File: src/rtl/ex_div_unit.sv
// ex_div_unit: iterative radix-2 restoring divider for RV32M DIV/DIVU/REM/REMU.
// Ports: clk, rst_n (async low), start, op[1:0], dividend, divisor, flush,
//        busy, stall_req, done, result.
// Optional macro DIV_FASTPATH_EN: divide-by-zero and signed overflow
//        skip CALC and finish one cycle after start.
module ex_div_unit #(
    parameter int WIDTH = 32,
    localparam int CNT_W = $clog2(WIDTH) + 1
) (
    input  logic             clk,
    input  logic             rst_n,
    input  logic             start,
    input  logic [1:0]       op,
    input  logic [WIDTH-1:0] dividend,
    input  logic [WIDTH-1:0] divisor,
    input  logic             flush,
    output logic             busy,
    output logic             stall_req,
    output logic             done,
    output logic [WIDTH-1:0] result
);

    localparam logic [1:0] S_IDLE = 2'd0;
    localparam logic [1:0] S_CALC = 2'd1;
    localparam logic [1:0] S_DONE = 2'd2;

    logic [1:0]       state;
    logic [CNT_W-1:0] count;
    logic [WIDTH-1:0] dvd_q;
    logic [WIDTH-1:0] dsr_q;
    logic [WIDTH-1:0] rem_q;
    logic             is_rem_q;
    logic             neg_q;
    logic             neg_r;
    logic             dz_q;

    logic             sgn_op;
    logic             a_neg;
    logic             b_neg;
    logic [WIDTH-1:0] abs_a;
    logic [WIDTH-1:0] abs_b;
    logic             dz_in;

    logic [WIDTH:0]   rem_sh;
    logic [WIDTH:0]   diff;
    logic             ge;
    logic [WIDTH-1:0] rem_nx;
    logic [WIDTH-1:0] quo_nx;
    logic [WIDTH-1:0] quo_fix;
    logic [WIDTH-1:0] rem_fix;
    logic [WIDTH-1:0] calc_res;

    assign stall_req = ((state == S_IDLE) && start) || busy;

    always_comb begin
        sgn_op = ~op[0];
        a_neg  = sgn_op & dividend[WIDTH-1];
        b_neg  = sgn_op & divisor[WIDTH-1];
        abs_a  = a_neg ? -dividend : dividend;
        abs_b  = b_neg ? -divisor : divisor;
        dz_in  = (divisor == '0);
    end

`ifdef DIV_FASTPATH_EN
    localparam logic [WIDTH-1:0] MIN_NEG = {1'b1, {(WIDTH-1){1'b0}}};
    logic             ovf_in;
    logic [WIDTH-1:0] fast_res;

    always_comb begin
        ovf_in = sgn_op && (dividend == MIN_NEG) && (divisor == '1);
        if (dz_in)
            fast_res = op[1] ? dividend : '1;
        else
            fast_res = op[1] ? '0 : MIN_NEG;
    end
`endif

    // One restoring step; the final step feeds the sign fix-up so the
    // result is registered together with the done pulse.
    always_comb begin
        rem_sh  = {rem_q, dvd_q[WIDTH-1]};
        diff    = rem_sh - {1'b0, dsr_q};
        ge      = ~diff[WIDTH];
        rem_nx  = ge ? diff[WIDTH-1:0] : rem_sh[WIDTH-1:0];
        quo_nx  = {dvd_q[WIDTH-2:0], ge};
        quo_fix = neg_q ? -quo_nx : quo_nx;
        rem_fix = neg_r ? -rem_nx : rem_nx;
        if (is_rem_q)
            calc_res = rem_fix;
        else if (dz_q)
            calc_res = '1;
        else
            calc_res = quo_fix;
    end

    always_ff @(posedge clk or negedge rst_n) begin
        if (!rst_n) begin
            state    <= S_IDLE;
            count    <= '0;
            busy     <= 1'b0;
            done     <= 1'b0;
            result   <= '0;
            dvd_q    <= '0;
            dsr_q    <= '0;
            rem_q    <= '0;
            is_rem_q <= 1'b0;
            neg_q    <= 1'b0;
            neg_r    <= 1'b0;
            dz_q     <= 1'b0;
        end else if (flush) begin
            state <= S_IDLE;
            busy  <= 1'b0;
            done  <= 1'b0;
        end else begin
            case (state)
                S_IDLE: begin
                    done <= 1'b0;
                    if (start) begin
                        is_rem_q <= op[1];
                        dvd_q    <= abs_a;
                        dsr_q    <= abs_b;
                        rem_q    <= '0;
                        neg_q    <= a_neg ^ b_neg;
                        neg_r    <= a_neg;
                        dz_q     <= dz_in;
                        busy     <= 1'b1;
`ifdef DIV_FASTPATH_EN
                        if (dz_in || ovf_in) begin
                            state  <= S_DONE;
                            done   <= 1'b1;
                            result <= fast_res;
                        end else begin
                            state <= S_CALC;
                            count <= CNT_W'(WIDTH);
                        end
`else
                        state <= S_CALC;
                        count <= CNT_W'(WIDTH);
`endif
                    end
                end
                S_CALC: begin
                    rem_q <= rem_nx;
                    dvd_q <= quo_nx;
                    count <= count - 1'b1;
                    if (count == CNT_W'(1)) begin
                        state  <= S_DONE;
                        done   <= 1'b1;
                        result <= calc_res;
                    end
                end
                S_DONE: begin
                    state <= S_IDLE;
                    busy  <= 1'b0;
                    done  <= 1'b0;
                end
                default: begin
                    state <= S_IDLE;
                    busy  <= 1'b0;
                    done  <= 1'b0;
                end
            endcase
        end
    end

endmodule

File: config.mk
export PLATFORM = sky130hd
export DESIGN_NAME = ex_div_unit
export DESIGN_NICKNAME = d
export VERILOG_FILES = /design/src/rtl/ex_div_unit.sv
export SDC_FILE = /design/constraint.sdc
export NUM_CORES = 1
export LEC_CHECK = 0
export CAP_MARGIN = 20
export CELL_PAD_IN_SITES_DETAIL_PLACEMENT = 1
export CELL_PAD_IN_SITES_GLOBAL_PLACEMENT = 2
export CORE_MARGIN = 5
export CORE_UTILIZATION = 38
export DETAILED_ROUTE_END_ITERATION = 16
export PLACE_DENSITY_LB_ADDON = 0.1
export SLEW_MARGIN = 20
export SYNTH_ARGS = -nofsm -noshare
export SYNTH_HDL_FRONTEND = slang
export SYNTH_SLANG_ARGS = --single-unit
File: constraint.sdc
create_clock -name clk -period 18.2 [get_ports clk]
set_input_delay 3.64 -clock clk [delete_from_list [all_inputs] [get_ports clk]]
set_output_delay 3.64 -clock clk [all_outputs]
set_load 0.01 [all_outputs]
# Yosys cells after proc, flatten, opt, wreduce, memory -nomap -nowiden
# Cells that the tools add are included.
# totals
elab_cells	63
regBits	142
out_inout_bits	35
input_bits	70
# classes
addsub	6
n_bitwise	6
reduce_logical	10
mux	23
n_eq_ne	6
# op_table
op	n
$mux 32	9
$neg 32->32	4
$pmux 32 s2	2
$sub 33x32->33	1
$logic_not 32->1	1
$pmux 6 s2	1
$reduce_and 3->1	3
$eq 6x1->1 const B	1
$mux 2	3
$mux 6	1
$ne 3x3->1 const B	2
$sub 6x1->6 const B	1
$mux 1	5
$ne 2x2->1 const B	2
$pmux 2 s2	1
$reduce_and 2->1	2
$not 1->1	3
$and 1x1->1	2
$eq 2x1->1 const B	1
$logic_not 2->1	1
$pmux 1 s2	1
$reduce_bool 2->1	1
$logic_and 1x1->1	1
$logic_or 1x1->1	1
$xor 1x1->1	1

# Depth between registers and ports, before layout
# depth
depth_word	6
depth_mapped	27
ltp_nobuf	23

# Worst setup path before layout
# No wires, ideal clock.
# synth_timing
path_type	input to output
start	input start
end	output stall_req
required_time_ps	14560
slack_ps	10488
path_stages	2
path_buffers	0
t_arrival_ps	4072
path_cell_list	nor3b_1 > or2_2
# synth_via
elab_chain_cells	2
# synth_rtl
element	line	text
start, declared	12	input logic start,
$logic_and 1x1->1	53	assign stall_req = ((state == S_IDLE) && start) || busy;
$logic_or 1x1->1	53	
end, declared	18	output logic stall_req,
# No other way between the ends.

# Worst setup path after layout
# Ends and elaborated chain as after synthesis.

==> flow_summary_export.csv <==
group,metric,value,unit
clocking,cts.clk_slew.worst_paths,60,ps
timing,worstMarginPinSlew,948,ps
power_and_ir_drop,pwr-share-clk,25.5,%
placed_design,hpwlAfterDp,28.0,mm
routing,vias,10489,
cells_and_area,final_cell_mix,"198 x nand2_1, 154 x o21ai_0, 142 x dfrtp_1, 110 x a21oi_1",
synth,ys_top_cells_by_area,"dfrtp_1 31%, o21ai_0 6.8%, nand2_1 6.6%",
timing,setup_viol,0,
clocking,clock_sinks,142,
global_route,grt_pass1_wl,58.8,mm
routing,wl_met1,17.7,mm
synth,synth_edf_count,0,
routing,dr.pass1.iters,5,
power_and_ir_drop,p_leak,5.60,nW
timing,fmax,0.113,GHz
setup_path,worstPathRequired,14560,ps
synth,synthArstFlopShare,100,%
synth,syn_avg_cell_area,8.02,um^2
power_and_ir_drop,power_density,110,nW/um^2
placed_design,routabilityCongestion,0.839,
cells_and_area,fin_util,44.7,%
die,io_pins,105,
synth,synth_top_cell_area_share,31.4,%
synth,yosysWarnings,0,
cells_and_area,synthToLayoutAreaGrowth,16.7,%
routing,met3WireLength,882,um
power_and_ir_drop,comb_power_share,41.1,%
routing,route.detailed.drc,0,
cells_and_area,layout_commonest_cell,"nand2_1",
clocking,clock_latency,440,ps
die,die_area,33400,um^2
setup_path,crit_arrival,5240,ps
clocking,hold_buffers,0,
timing,finalCritPeriodShare,48.8,%
routing,routed_wl,36.4,mm
synth,synth_cell_type_count,93,
cells_and_area,layout.nets,1576,
global_route,grt_pass1_vias,10808,
setup_path,path_cells,"clkdlybuf4s50_1 -> nor3b_1 -> or2_2 -> clkdlybuf4s50_1",
global_route,antenna_found_initial,0,
setup_path,worst_setup_path_start_kind,"input pin",
power_and_ir_drop,seqPwrFrac,33.3,%
die,core_area,29600,um^2
run_status,status,"finished clean",
setup_path,cp-end-kind,"primary output",
clocking,cts_buffers,17,
setup_path,critPathKind,"input pin to primary output",
routing,via_per_inst,5.61,
timing,slew_viol_final,0,
clocking,cts_root_buf,"clkbuf_16",
cells_and_area,layout-drive-gt1-share,6.62,%
synth,syn_nets,1522,
timing,tns,0,ps
setup_path,crit_family,"buffers and inverters",
flow_run,cap_viol_max_count,0,
die,rows,63,
clocking,ctsResizeCount,0,
synth,ys_seq_area_share,31.4,%
die,initial_core_util,38.3,%
setup_path,critPathMaxFanout,3,
power_and_ir_drop,p_int,0.871,mW
timing,fin_worst_skew,14.0,ps
timing,period_needed,8880,ps
routing,wire_per_inst,19.4,um
setup_path,cpMostUsedCell,"clkdlybuf4s50_1",
global_route,grtUsageTotal,21.9,%
hold_path,hold_path.class,"flip-flop to flip-flop",
clocking,post_cts_buffers,0,
synth,synth.ff_latch_count,142,
routing,wl_met2,17.4,mm
die,die_x,183,um
timing,maxSlewHeadroom,36.8,%
global_route,grt_max_degree,90,
die,die_h,183,um
power_and_ir_drop,p_sw_share,40.4,%
setup_path,crit_slowest_cell,"clkdlybuf4s50_1",
timing,hold_violations,0,
synth,synth_area,11300,um^2
clocking,htreeDepth,4,
timing,rsz0062_at_grt,"no",
clocking,cts_tree,"done",
global_route,grt-ovfl-total,0,
clocking,cts_buffer_depth,2,
setup_path,slowest_delay,530,ps
cells_and_area,diodes,0,
synth,ys.flop_type,"dfrtp_1",
placed_design,portBuffers,104,
setup_path,path_buf_inv,2,
power_and_ir_drop,ir_drop,0.0000707,V
power_and_ir_drop,p_sw,0.589,mW
synth,synth_area_leader_cell,"dfrtp_1",
synth,syn_inst,1413,
routing,drtIter0Drc,531,
routing,ant_nets,0,
routing,route.top_layer_used,"met4",
cells_and_area,fill_cells,3562,
## path summary, 6_finish.rpt
path                                  from          to  slack (ps)  cells past startpoint
worst min register to register  result[29]  result[29]         470                      1
worst min-delay path            result[29]  result[29]         470                      1
worst max register to register   dvd_q[31]  result[28]       11940                     22
min in group asynchronous            rst_n  result[26]        3290                      1
max in group asynchronous            rst_n    dsr_q[0]       13670                      2
worst max-delay path                 start   stall_req        9320                      4
## area by class of cell
type | instances | area (um^2) | area share, %
clock inverters | 13 | 165 | 1.25
repair buffers | 117 | 1140 | 8.62
flip-flops and latches | 142 | 3550 | 26.9
clock buffers | 19 | 443 | 3.35
well taps | 390 | 488 | 3.69
inverters | 52 | 198 | 1.50
multi-input cells | 1137 | 7230 | 54.7
## layer usage
layer	global-route usage [%]	up-vias
met1	30.3	5178
met4	4.56	0
li1	-	5165
met5	0	-
met2	36.5	119
met3	3.17	27
## power by group through the flow
| stage | Sequential, mW | Clock (mW) | Combinational, mW |
|---|---|---|---|
| final | 0.486 | 0.373 | 0.601 |
| after global routing | 0.500 | 0.394 | 0.670 |
| after CTS | 0.487 | 0.381 | 0.607 |
| after detailed placement | 0.492 | 0 | 0.604 |
| after global placement | 0.489 | 0 | 0.593 |
| after floorplan | 0.470 | 0 | 0.404 |
## synthesized netlist by cell type (all sizes together), types with 11 or more instances
library cell / count
a21o: 30
a21oi: 116
a221oi: 26
buf: 27
clkbuf: 55
dfrtp: 142
ha: 38
inv: 52
mux2i: 20
nand2: 199
nand2b: 12
nand3: 18
nor2: 105
nor2b: 12
nor3: 34
nor4: 26
o21ai: 164
o31ai: 19
o41ai: 18
or3: 20
or4: 11
xnor2: 58
xor2: 81
## cells by family (layout without fill, tap and decap cells)
group | Yosys count | after routing | share of synthesized area, %
compound gates | 450 | 450 | 25.8
buf+inv | 134 | 201 | 5.01
xor+xnor | 139 | 139 | 10.7
fa+ha+maj | 39 | 39 | 4.37
simple gates | 484 | 484 | 20.4
mux | 25 | 25 | 2.33
flops | 142 | 142 | 31.4
## flip-flops by register name, summed over array words and instances, names as in the netlist, 2 cells and up
signal	cells
dvd_q	32
state	2
dsr_q	32
result	32
count	6
rem_q	32
## stage by stage
stage          setup WS, ps  hold slack (ps)  std cells  power (mW)  area (um^2)
2_1_floorplan         10490              429       1413       0.874        11300
3_3_place_gp           9460              460       1838        1.08        12600
3_5_place_dp           9450              466       1838        1.10        12600
4_1_cts                9440              481       1870        1.48        13200
5_1_grt                9260              505       1870        1.56        13200
6_report               9320              475       1870        1.46        13200
No activity file was read; power rests on OpenSTA's default activity.
